===== src/rtl/rgb_pwm_driver.sv =====
// Three-channel 8-bit PWM LED driver with a prescaled frame counter and
// double-buffered duty registers that only update on frame boundaries.
module rgb_pwm_driver #(
  parameter int PRESCALE   = 47,
  parameter bit ACTIVE_LOW = 1'b1
) (
  input  logic       clk,
  input  logic       rst_n,
  input  logic [7:0] duty_r,
  input  logic [7:0] duty_g,
  input  logic [7:0] duty_b,
  input  logic       duty_valid,
  output logic       duty_ready,
  output logic       RGB_R,
  output logic       RGB_G,
  output logic       RGB_B,
  output logic       period_start
);

  localparam int PRE_W = (PRESCALE > 0) ? $clog2(PRESCALE + 1) : 1;
  localparam logic [PRE_W-1:0] PRE_MAX = PRE_W'(PRESCALE);

  logic [PRE_W-1:0] pre;
  logic [7:0]       cnt;
  logic             tick;
  logic             boundary;
  logic             accept;

  logic [7:0] act_r, act_g, act_b;
  logic [7:0] pend_r, pend_g, pend_b;
  logic       pend_full;

  // Pin level for one channel: lit while the frame position is below the duty.
  function automatic logic pin_level(input logic [7:0] pos, input logic [7:0] duty);
    return (pos < duty) ^ ACTIVE_LOW;
  endfunction

  assign tick       = (pre == PRE_MAX);
  assign boundary   = tick && (cnt == 8'd255);
  assign duty_ready = !pend_full;
  assign accept     = duty_valid && duty_ready;

  // Stage 0: prescaler and frame position
  always_ff @(posedge clk) begin
    if (!rst_n) begin
      pre <= '0;
      cnt <= 8'd0;
    end else if (tick) begin
      pre <= '0;
      cnt <= cnt + 8'd1;
    end else begin
      pre <= pre + 1'b1;
    end
  end

  // Pending buffer holds one triple; accept and transfer never coincide
  // because accept needs pend_full low and transfer needs it high.
  always_ff @(posedge clk) begin
    if (!rst_n) begin
      pend_full <= 1'b0;
      pend_r    <= 8'd0;
      pend_g    <= 8'd0;
      pend_b    <= 8'd0;
    end else if (accept) begin
      pend_full <= 1'b1;
      pend_r    <= duty_r;
      pend_g    <= duty_g;
      pend_b    <= duty_b;
    end else if (boundary && pend_full) begin
      pend_full <= 1'b0;
    end
  end

  always_ff @(posedge clk) begin
    if (!rst_n) begin
      act_r <= 8'd0;
      act_g <= 8'd0;
      act_b <= 8'd0;
    end else if (boundary && pend_full) begin
      act_r <= pend_r;
      act_g <= pend_g;
      act_b <= pend_b;
    end
  end

  // Stage 1: registered pin drive and frame-start marker
  always_ff @(posedge clk) begin
    if (!rst_n) begin
      RGB_R        <= ACTIVE_LOW;
      RGB_G        <= ACTIVE_LOW;
      RGB_B        <= ACTIVE_LOW;
      period_start <= 1'b0;
    end else begin
      RGB_R        <= pin_level(cnt, act_r);
      RGB_G        <= pin_level(cnt, act_g);
      RGB_B        <= pin_level(cnt, act_b);
      period_start <= boundary;
    end
  end

endmodule


===== config.mk =====
export PLATFORM = sky130hd
export DESIGN_NAME = rgb_pwm_driver
export DESIGN_NICKNAME = d
export VERILOG_FILES = /design/src/rtl/rgb_pwm_driver.sv
export SDC_FILE = /design/constraint.sdc
export NUM_CORES = 1
export LEC_CHECK = 0
export CAP_MARGIN = 10
export CORE_AREA = 4 4 61 119
export DETAILED_ROUTE_END_ITERATION = 16
export DIE_AREA = 0 0 65 123
export PLACE_DENSITY = 0.7
export SLEW_MARGIN = 10
export SYNTH_ARGS = -nofsm -noshare
export SYNTH_HDL_FRONTEND = slang
export SYNTH_SLANG_ARGS = --single-unit
export TNS_END_PERCENT = 10

===== constraint.sdc =====
create_clock -name clk -period 2.1 [get_ports clk]
set_input_delay 0.315 -clock clk [delete_from_list [all_inputs] [get_ports clk]]
set_output_delay 0.315 -clock clk [all_outputs]
set_load 0.02 [all_outputs]

==> results of run 1 <==
==> path summary, 6_finish.rpt <==
kind	from	endpoint	slack, ns	cells after the start
worst min register to register	pend_g[0]	pend_g[0]	0.46	2
worst max register to register	pre[0]	act_r[2]	0.25	5
worst max-delay path	pre[0]	act_r[2]	0.25	5
worst min-delay path	rst_n	pend_g[0]	0.36	3
==> power breakdown <==
| group | switching, W | internal, W | leakage, nW |
|---|---|---|---|
| Sequential | 0.0000198 | 0.00130 | 0.544 |
| Combinational | 0.0000792 | 0.0000755 | 0.664 |
| Clock | 0.000520 | 0.000943 | 0.142 |
==> through the flow <==
step | hold slack [ns] | util (%) | cell area [um2] | setup slack, ns | power [W]
3_5_place_dp | 0.447 | 55.2 | 3480 | 0.258 | 0.00151
6_report | 0.363 | 59.8 | 3770 | 0.255 | 0.00294
2_1_floorplan | 0.430 | - | 3090 | 0.342 | 0.00143
5_1_grt | 0.376 | 59.8 | 3770 | 0.0792 | 0.00305
4_1_cts | 0.363 | 59.8 | 3770 | 0.238 | 0.00297
3_3_place_gp | 0.443 | 55.2 | 3480 | 0.341 | 0.00150
==> layout make-up <==
| type | count | area, um2 | share of cell area, % |
|---|---|---|---|
| Clock buffer | 11 | 243 | 6.43 |
| Clock inverter | 4 | 51.3 | 1.36 |
| Timing Repair Buffer | 37 | 363 | 9.61 |
| Tap cell | 86 | 108 | 2.85 |
| Multi-Input combinational cell | 247 | 1570 | 41.6 |
| Sequential cell | 67 | 1340 | 35.5 |
| Inverter | 26 | 97.6 | 2.59 |
==> flip-flops by register name, summed over array words and instances (netlist names) <==
register	cells
RGB_B	1
act_g	8
act_b	8
pend_full	1
cnt	8
period_start	1
pre	6
pend_g	8
RGB_G	1
RGB_R	1
act_r	8
pend_r	8
pend_b	8
==> routing by layer <==
layer	global-route usage, %	part of all wire (%)	vias up
li1	-	-	1274
met1	17.1	40	1142
met2	31.0	53	34
met3	4.91	3.4	13
met4	10.5	3.0	0
met5	0	0	-
==> worst register-to-register path, stage by stage (launching register included) <==
cell and delay, ns:
sky130_fd_sc_hd__dfxtp_1 0.37, sky130_fd_sc_hd__ha_1 0.23, sky130_fd_sc_hd__nand3_2 0.28, sky130_fd_sc_hd__nor4_4 0.41, sky130_fd_sc_hd__buf_12 0.25, sky130_fd_sc_hd__mux2i_1 0.23
==> layout by cell type, fill, tap and decap left out, drive strengths merged, types with 2 or more instances in the layout <==
master / instances
nand2: 101
xnor2: 2
a21oi: 33
inv: 26
nand4b: 2
buf: 7
o21ai: 7
nand2b: 4
clkbuf: 11
clkdlybuf4s50: 30
o31ai: 4
o2111a: 3
nor2: 6
mux2i: 26
nor3b: 3
nand4: 3
nor2b: 4
or4: 4
ha: 23
o211ai: 3
a211oi: 3
nor4: 4
clkinv: 2
nand3: 3
a2111o: 3
dfxtp: 67
==> Yosys cell counts, types with 2 or more instances <==
| cell | instances | area [um2] |
|---|---|---|
| sky130_fd_sc_hd__a2111o_1 | 3 | 33.8 |
| sky130_fd_sc_hd__a211oi_1 | 3 | 22.5 |
| sky130_fd_sc_hd__a21oi_1 | 33 | 165 |
| sky130_fd_sc_hd__buf_6 | 2 | 22.5 |
| sky130_fd_sc_hd__clkbuf_1 | 16 | 60.1 |
| sky130_fd_sc_hd__dfxtp_1 | 67 | 1340 |
| sky130_fd_sc_hd__ha_1 | 23 | 288 |
| sky130_fd_sc_hd__inv_1 | 25 | 93.8 |
| sky130_fd_sc_hd__mux2i_1 | 26 | 260 |
| sky130_fd_sc_hd__nand2_1 | 101 | 379 |
| sky130_fd_sc_hd__nand2b_1 | 4 | 25.0 |
| sky130_fd_sc_hd__nand3_1 | 2 | 10.0 |
| sky130_fd_sc_hd__nand4_1 | 3 | 18.8 |
| sky130_fd_sc_hd__nor2_1 | 6 | 22.5 |
| sky130_fd_sc_hd__nor2b_1 | 4 | 25.0 |
| sky130_fd_sc_hd__nor3b_1 | 3 | 22.5 |
| sky130_fd_sc_hd__nor4_1 | 3 | 18.8 |
| sky130_fd_sc_hd__o2111a_1 | 3 | 33.8 |
| sky130_fd_sc_hd__o211ai_1 | 3 | 22.5 |
| sky130_fd_sc_hd__o21ai_1 | 6 | 30.0 |
| sky130_fd_sc_hd__o31ai_1 | 4 | 30.0 |
| sky130_fd_sc_hd__or4_1 | 4 | 30.0 |
| sky130_fd_sc_hd__xnor2_1 | 2 | 17.5 |
==> logic make-up (layout without fill, tap and decap cells) <==
| logic type | count (synthesis) | count (layout) | synth area share (%) |
|---|---|---|---|
| xor+xnor | 3 | 3 | 0.850 |
| compound gates | 57 | 57 | 11.4 |
| fa+ha+maj | 23 | 23 | 9.30 |
| flops | 67 | 67 | 43.4 |
| buf+inv | 44 | 78 | 5.83 |
| simple gates | 138 | 138 | 20.9 |
| mux | 26 | 26 | 8.41 |
==> tab_implementation.tex, run 1 <==
\begin{tabular}{lr}
\hline
Metric & Value \\
\hline
\multicolumn{2}{l}{\textbf{Global routing}} \\
Global router's overall resource usage & 17.3\% \\
Global-route wire length before repair & approximately 10,000 um \\
GR Overflow Total & 0 \\
Antenna violations before repair & 0 \\
Number of global-route vias before repair & 2,406 \\
Pin count of the biggest net entering global routing & 56 \\
\multicolumn{2}{l}{\textbf{Power}} \\
VDD IR max & 0.652 mV \\
Standby leakage power & 1.35 nW \\
Power per unit of standard cell area & 779 mW/mm2 \\
\multicolumn{2}{l}{\textbf{Critical path}} \\
Category of the worst setup path launch point & flop \\
Crit path kind & reg -> reg \\
Kind of cell adding the most delay to the critical path & simple AND/OR/NAND/NOR gates \\
Arrival time reported for the critical path endpoint & 2.10 ns \\
Data required, critical path & $\sim$2.4 ns \\
Number of buffer and inverter stages on the critical path & 1 \\
Maximum fanout along the worst path & 25 \\
CP peak stage delay & between 0.4 and 0.5 ns \\
Critical path endpoint category & flop \\
CP max stage cell & sky130\_fd\_sc\_hd\_\_nor4\_4 \\
Worst path cell trace & ha\_1 -> nand3\_2 -> nor4\_4 -> buf\_12 -> mux2i\_1 \\
\multicolumn{2}{l}{\textbf{Clocking}} \\
Cts bufs inserted & 9 \\
Clock Tree Root & sky130\_fd\_sc\_hd\_\_clkbuf\_16 \\
Maximum count of clock buffers along a single path & 2 \\
Hold buffer count at CTS & 0 \\
H-Tree Depth & 3 \\
Clk pin slew, worst setup/hold paths & 0.05 ns \\
Clock latency at the later pin of the worst-skew pair & 0.33 ns \\
Post-CTS Setup Inserts & 0 \\
CTS tree & built \\
Post-cts gate resize count & 0 \\
Clock sink count & 67 \\
\multicolumn{2}{l}{\textbf{STA}} \\
Ratio of final minimum period to clock period & 87.9\% \\
Setup violators final & 0 \\
Maximum achievable frequency & 542 MHz \\
Setup repair after global routing missed its margin & no \\
Worst slew margin & 65.3\% \\
Slew of the pin with the lowest slew margin & between 0.5 and 0.6 ns \\
Setup tns final & 0 ns \\
Count of endpoints failing hold in the final timing report & 0 \\
Slew Viols, Final & 0 \\
Final worst clock skew & 0.00579 ns \\
Crit path time final & $\sim$1.8 ns \\
\multicolumn{2}{l}{\textbf{Run}} \\
Max\_cap viols & 0 \\
\multicolumn{2}{l}{\textbf{Placed design}} \\
Weighted congestion at the end of routability-driven global placement & around 0.86 \\
Count of buffers inserted at the top-level ports & 31 \\
Cells after DPL & 463 \\
Dpl hpwl & 4510 um \\
\multicolumn{2}{l}{\textbf{Routing}} \\
Initial DRT Pass Iterations & 4 \\
Drt drc & 0 \\
Detailed-route wire length per cell & 13.0 um \\
First-iteration detailed-routing DRC count & 108 \\
Via total after detailed routing & around 2.5k \\
Number of vias per cell after detailed routing & 5.15 \\
Total Wirelength & 6240 um \\
Antenna violation net count after detailed routing & 0 \\
\multicolumn{2}{l}{\textbf{Floorplanning}} \\
Die outline height & between 100 and 150 um \\
Total die area & 0.00800 mm2 \\
Core area & 0.00631 mm2 \\
Initial core utilization & 49.0\% \\
Top Ports & 32 \\
Die outline width & 65 um \\
\# rows & 41 \\
\multicolumn{2}{l}{\textbf{Finish}} \\
Layout cells sized above 1 & 6.38\% \\
Area Growth Syn to Fin & 22.0\% \\
FILL cells & 563 \\
Net count of the finished layout & around 440 \\
Final std cells w/o fill & 478 \\
Diode count & 0 \\
\multicolumn{2}{l}{\textbf{Yosys}} \\
Avg Inst Size Synth & 8.64 um2 \\
Post-Synthesis Net Count & 408 \\
Total number of yosys warnings & 0 \\
Async S/R FF share, synth & 0\% \\
Netlist area before placement & slightly above 0.003 mm2 \\
Library cells used by synthesis & 35 \\
Portion of the post-synthesis area used by sequential elements & 43.4\% \\
Seq cells post-synth & 67 \\
Most frequently used flop master after synthesis & sky130\_fd\_sc\_hd\_\_dfxtp\_1 \\
Number of synthesized flops with an enable pin & 0 \\
Cell count after synthesis & 358 \\
\multicolumn{2}{l}{\textbf{Hold path}} \\
Worst min path class & in -> reg \\
\multicolumn{2}{l}{\textbf{Status}} \\
Result of the run & complete, no violations \\
\hline
\end{tabular}
Note: power is estimated with default switching activity, not from simulation.
==> inputs of run 2 (changes only) <==
--- a/config.mk
+++ b/config.mk
@@ -6,10 +6,10 @@
 export NUM_CORES = 1
 export LEC_CHECK = 0
 export CAP_MARGIN = 10
-export CORE_AREA = 4 4 61 119
+export CORE_AREA = 4 4 60 116
 export DETAILED_ROUTE_END_ITERATION = 16
-export DIE_AREA = 0 0 65 123
-export PLACE_DENSITY = 0.7
+export DIE_AREA = 0 0 64 120
+export PLACE_DENSITY = 0.72
 export SLEW_MARGIN = 10
 export SYNTH_ARGS = -nofsm -noshare
 export SYNTH_HDL_FRONTEND = slang
==> run 2 against run 1 <==
Effect of this change:
- via count shrank 0.32%
- critical path depth is the same
- critical endpoint is now act_b[0]
- first-iteration DRC count shrank 18%
- cell count shrank 0.63%
- die area shrank 3.9%
- setup slack lost 0.014 ns
- register-to-register slack is essentially flat
- routed wire length shrank 2.9%
- critical path type unchanged
==> tab_implementation.tex, run 2 (same netlist as run 1, synthesis figures left out) <==
\begin{tabular}{lr}
\hline
Metric & Value \\
\hline
\multicolumn{2}{l}{\textbf{Clocking}} \\
Clock latency at the later pin of the worst-skew pair & 0.33 ns \\
Post-cts gate resize count & 0 \\
CTS tree & built \\
Cts bufs inserted & 9 \\
Hold buffer count at CTS & 0 \\
Maximum count of clock buffers along a single path & 2 \\
Clock sink count & 67 \\
Clk pin slew, worst setup/hold paths & 0.05 ns \\
Clock Tree Root & sky130\_fd\_sc\_hd\_\_clkbuf\_16 \\
Post-CTS Setup Inserts & 0 \\
H-Tree Depth & 3 \\
\multicolumn{2}{l}{\textbf{Floorplanning}} \\
Core area & 0.00606 mm2 \\
Die outline width & between 60 and 70 um \\
Initial core utilization & 51.1\% \\
Top Ports & 32 \\
Total die area & 0.00768 mm2 \\
Die outline height & 120 um \\
\# rows & 40 \\
\multicolumn{2}{l}{\textbf{Routing}} \\
Initial DRT Pass Iterations & 4 \\
Drt drc & 0 \\
First-iteration detailed-routing DRC count & 89 \\
Number of vias per cell after detailed routing & 5.17 \\
Via total after detailed routing & 2,455 \\
Detailed-route wire length per cell & 12.7 um \\
Antenna violation net count after detailed routing & 0 \\
Total Wirelength & 6060 um \\
\multicolumn{2}{l}{\textbf{Global routing}} \\
GR Overflow Total & 0 \\
Global-route wire length before repair & 10,200 um \\
Number of global-route vias before repair & between 2k and 2.5k \\
Pin count of the biggest net entering global routing & 56 \\
Antenna violations before repair & 0 \\
Global router's overall resource usage & 17.3\% \\
\multicolumn{2}{l}{\textbf{Power}} \\
Net Sw Power & 0.000605 W \\
Power per unit of standard cell area & 786 mW/mm2 \\
Switching fraction of total power & roughly a fifth \\
Portion of total power attributed to the clock network & between 50\% and 60\% \\
VDD IR max & around 0.54 mV \\
Internal power of the cells & approximately 0.0024 W \\
Post-layout total power & about 0.0030 W \\
Standby leakage power & 1.35 nW \\
Share of total power in combinational logic & approximately 5.3\% \\
Register share of total power & 44.8\% \\
\multicolumn{2}{l}{\textbf{STA}} \\
Crit path setup slack, layout & 0.240 ns \\
Count of endpoints failing hold in the final timing report & 0 \\
Final worst clock skew & 0.00408 ns \\
Maximum achievable frequency & 538 MHz \\
Slew of the pin with the lowest slew margin & 0.513 ns \\
Ratio of final minimum period to clock period & 88.6\% \\
Setup repair after global routing missed its margin & no \\
Setup tns final & 0 ns \\
Crit path time final & 1.86 ns \\
Slew Viols, Final & 0 \\
Setup violators final & 0 \\
Worst slew margin & 65.8\% \\
\multicolumn{2}{l}{\textbf{Critical path}} \\
Source of the worst register-to-register timing path & pre[0] \\
Arrival time reported for the critical path endpoint & 2.11 ns \\
Data required, critical path & 2.35 ns \\
Category of the worst setup path launch point & flop \\
Destination of the worst register-to-register timing path & act\_b[0] \\
Crit path kind & reg -> reg \\
Setup slack on the worst flop-to-flop path & 0.24 ns \\
Depth of the worst register-to-register path & 5 \\
Worst path cell trace & ha\_1 -> nand3\_2 -> nor4\_4 -> buf\_12 -> mux2i\_1 \\
Maximum fanout along the worst path & 25 \\
CP max stage cell & sky130\_fd\_sc\_hd\_\_nor4\_4 \\
CP startpoint & pre[0] \\
Worst setup path endpoint & act\_b[0] \\
CP peak stage delay & 0.41 ns \\
Critical path endpoint category & flop \\
\multicolumn{2}{l}{\textbf{Finish}} \\
Most common library cell in the layout ignoring fill and taps & sky130\_fd\_sc\_hd\_\_nand2\_1 \\
Register area & 0.00134 mm2 \\
Diode count & 0 \\
Multi-input combinational cell area & 0.00157 mm2 \\
Final std cells w/o fill & $\sim$480 \\
Final core area utilization & 62.2\% \\
Layout cells sized above 1 & 5.88\% \\
Area Growth Syn to Fin & 21.8\% \\
Top library cells by usage in the layout, fill and taps aside & sky130\_fd\_sc\_hd\_\_nand2\_1, sky130\_fd\_sc\_hd\_\_dfxtp\_1, sky130\_fd\_sc\_hd\_\_a21oi\_1 \\
FILL cells & 533 \\
Net count of the finished layout & 437 \\
\multicolumn{2}{l}{\textbf{Placed design}} \\
Weighted congestion at the end of routability-driven global placement & 0.824 \\
Dpl hpwl & 4460 um \\
Count of buffers inserted at the top-level ports & 31 \\
Place WS & 0.303 ns \\
Cells after DPL & 460 \\
\multicolumn{2}{l}{\textbf{Hold path}} \\
Startpoint of the worst hold path & rst\_n \\
Worst min path class & in -> reg \\
WHS Path Cells & 3 \\
\multicolumn{2}{l}{\textbf{Status}} \\
Result of the run & complete, no violations \\
\multicolumn{2}{l}{\textbf{Run}} \\
Max\_cap viols & 0 \\
\hline
\end{tabular}
-- run 2: worst min-delay path by stage --
stage | end | slack, ns
2_1_floorplan | act_b[0] | 0.43
3_3_place_gp | pre[0] | 0.44
3_5_place_dp | act_g[0] | 0.44
4_1_cts | pre[2] | 0.39
5_1_grt | pre[2] | 0.41
6_report | pre[2] | 0.39
-- run 2: stage by stage --
stage,hold WS (ns),area [um2]
after global routing,0.407,3770
final,0.393,3770
after global placement,0.443,3470
after floorplan,0.430,3090
after CTS,0.394,3770
after detailed placement,0.443,3470
-- run 2: final cells by class --
type | instances | share of cell area (%)
multi-input cells | 247 | 41.7
clock buffers | 13 | 6.91
inverters | 26 | 2.59
well taps | 84 | 2.79
flip-flops and latches | 67 | 35.6
repair buffers | 36 | 9.44
clock inverters | 2 | 0.930
-- run 2: power by group through the flow --
stage	registers [W]	clock network, W	logic [W]
CTS	0.00132	0.00150	0.000158
global placement	0.00135	0	0.000154
global route	0.00133	0.00156	0.000174
floorplan	0.00135	0	0.0000863
finish	0.00132	0.00148	0.000155
detailed placement	0.00135	0	0.000157
-- run 2: metal layers --
metal	GRT usage [%]	wire, um	up-vias
met5	0	0	-
met4	11.2	235	0
met3	5.34	242	17
met2	29.6	3150	55
met1	17.6	2430	1114
li1	-	-	1269
-- run 2: critical path: cells and delay by family, from the launching register on --
family / cells / cell delay [ns]
buffers and inverters: 1 / 0.24
adder cells (fa/ha/maj): 1 / 0.23
flip-flops: 1 / 0.37
multiplexers: 1 / 0.22
AND/OR/NAND/NOR: 2 / 0.70
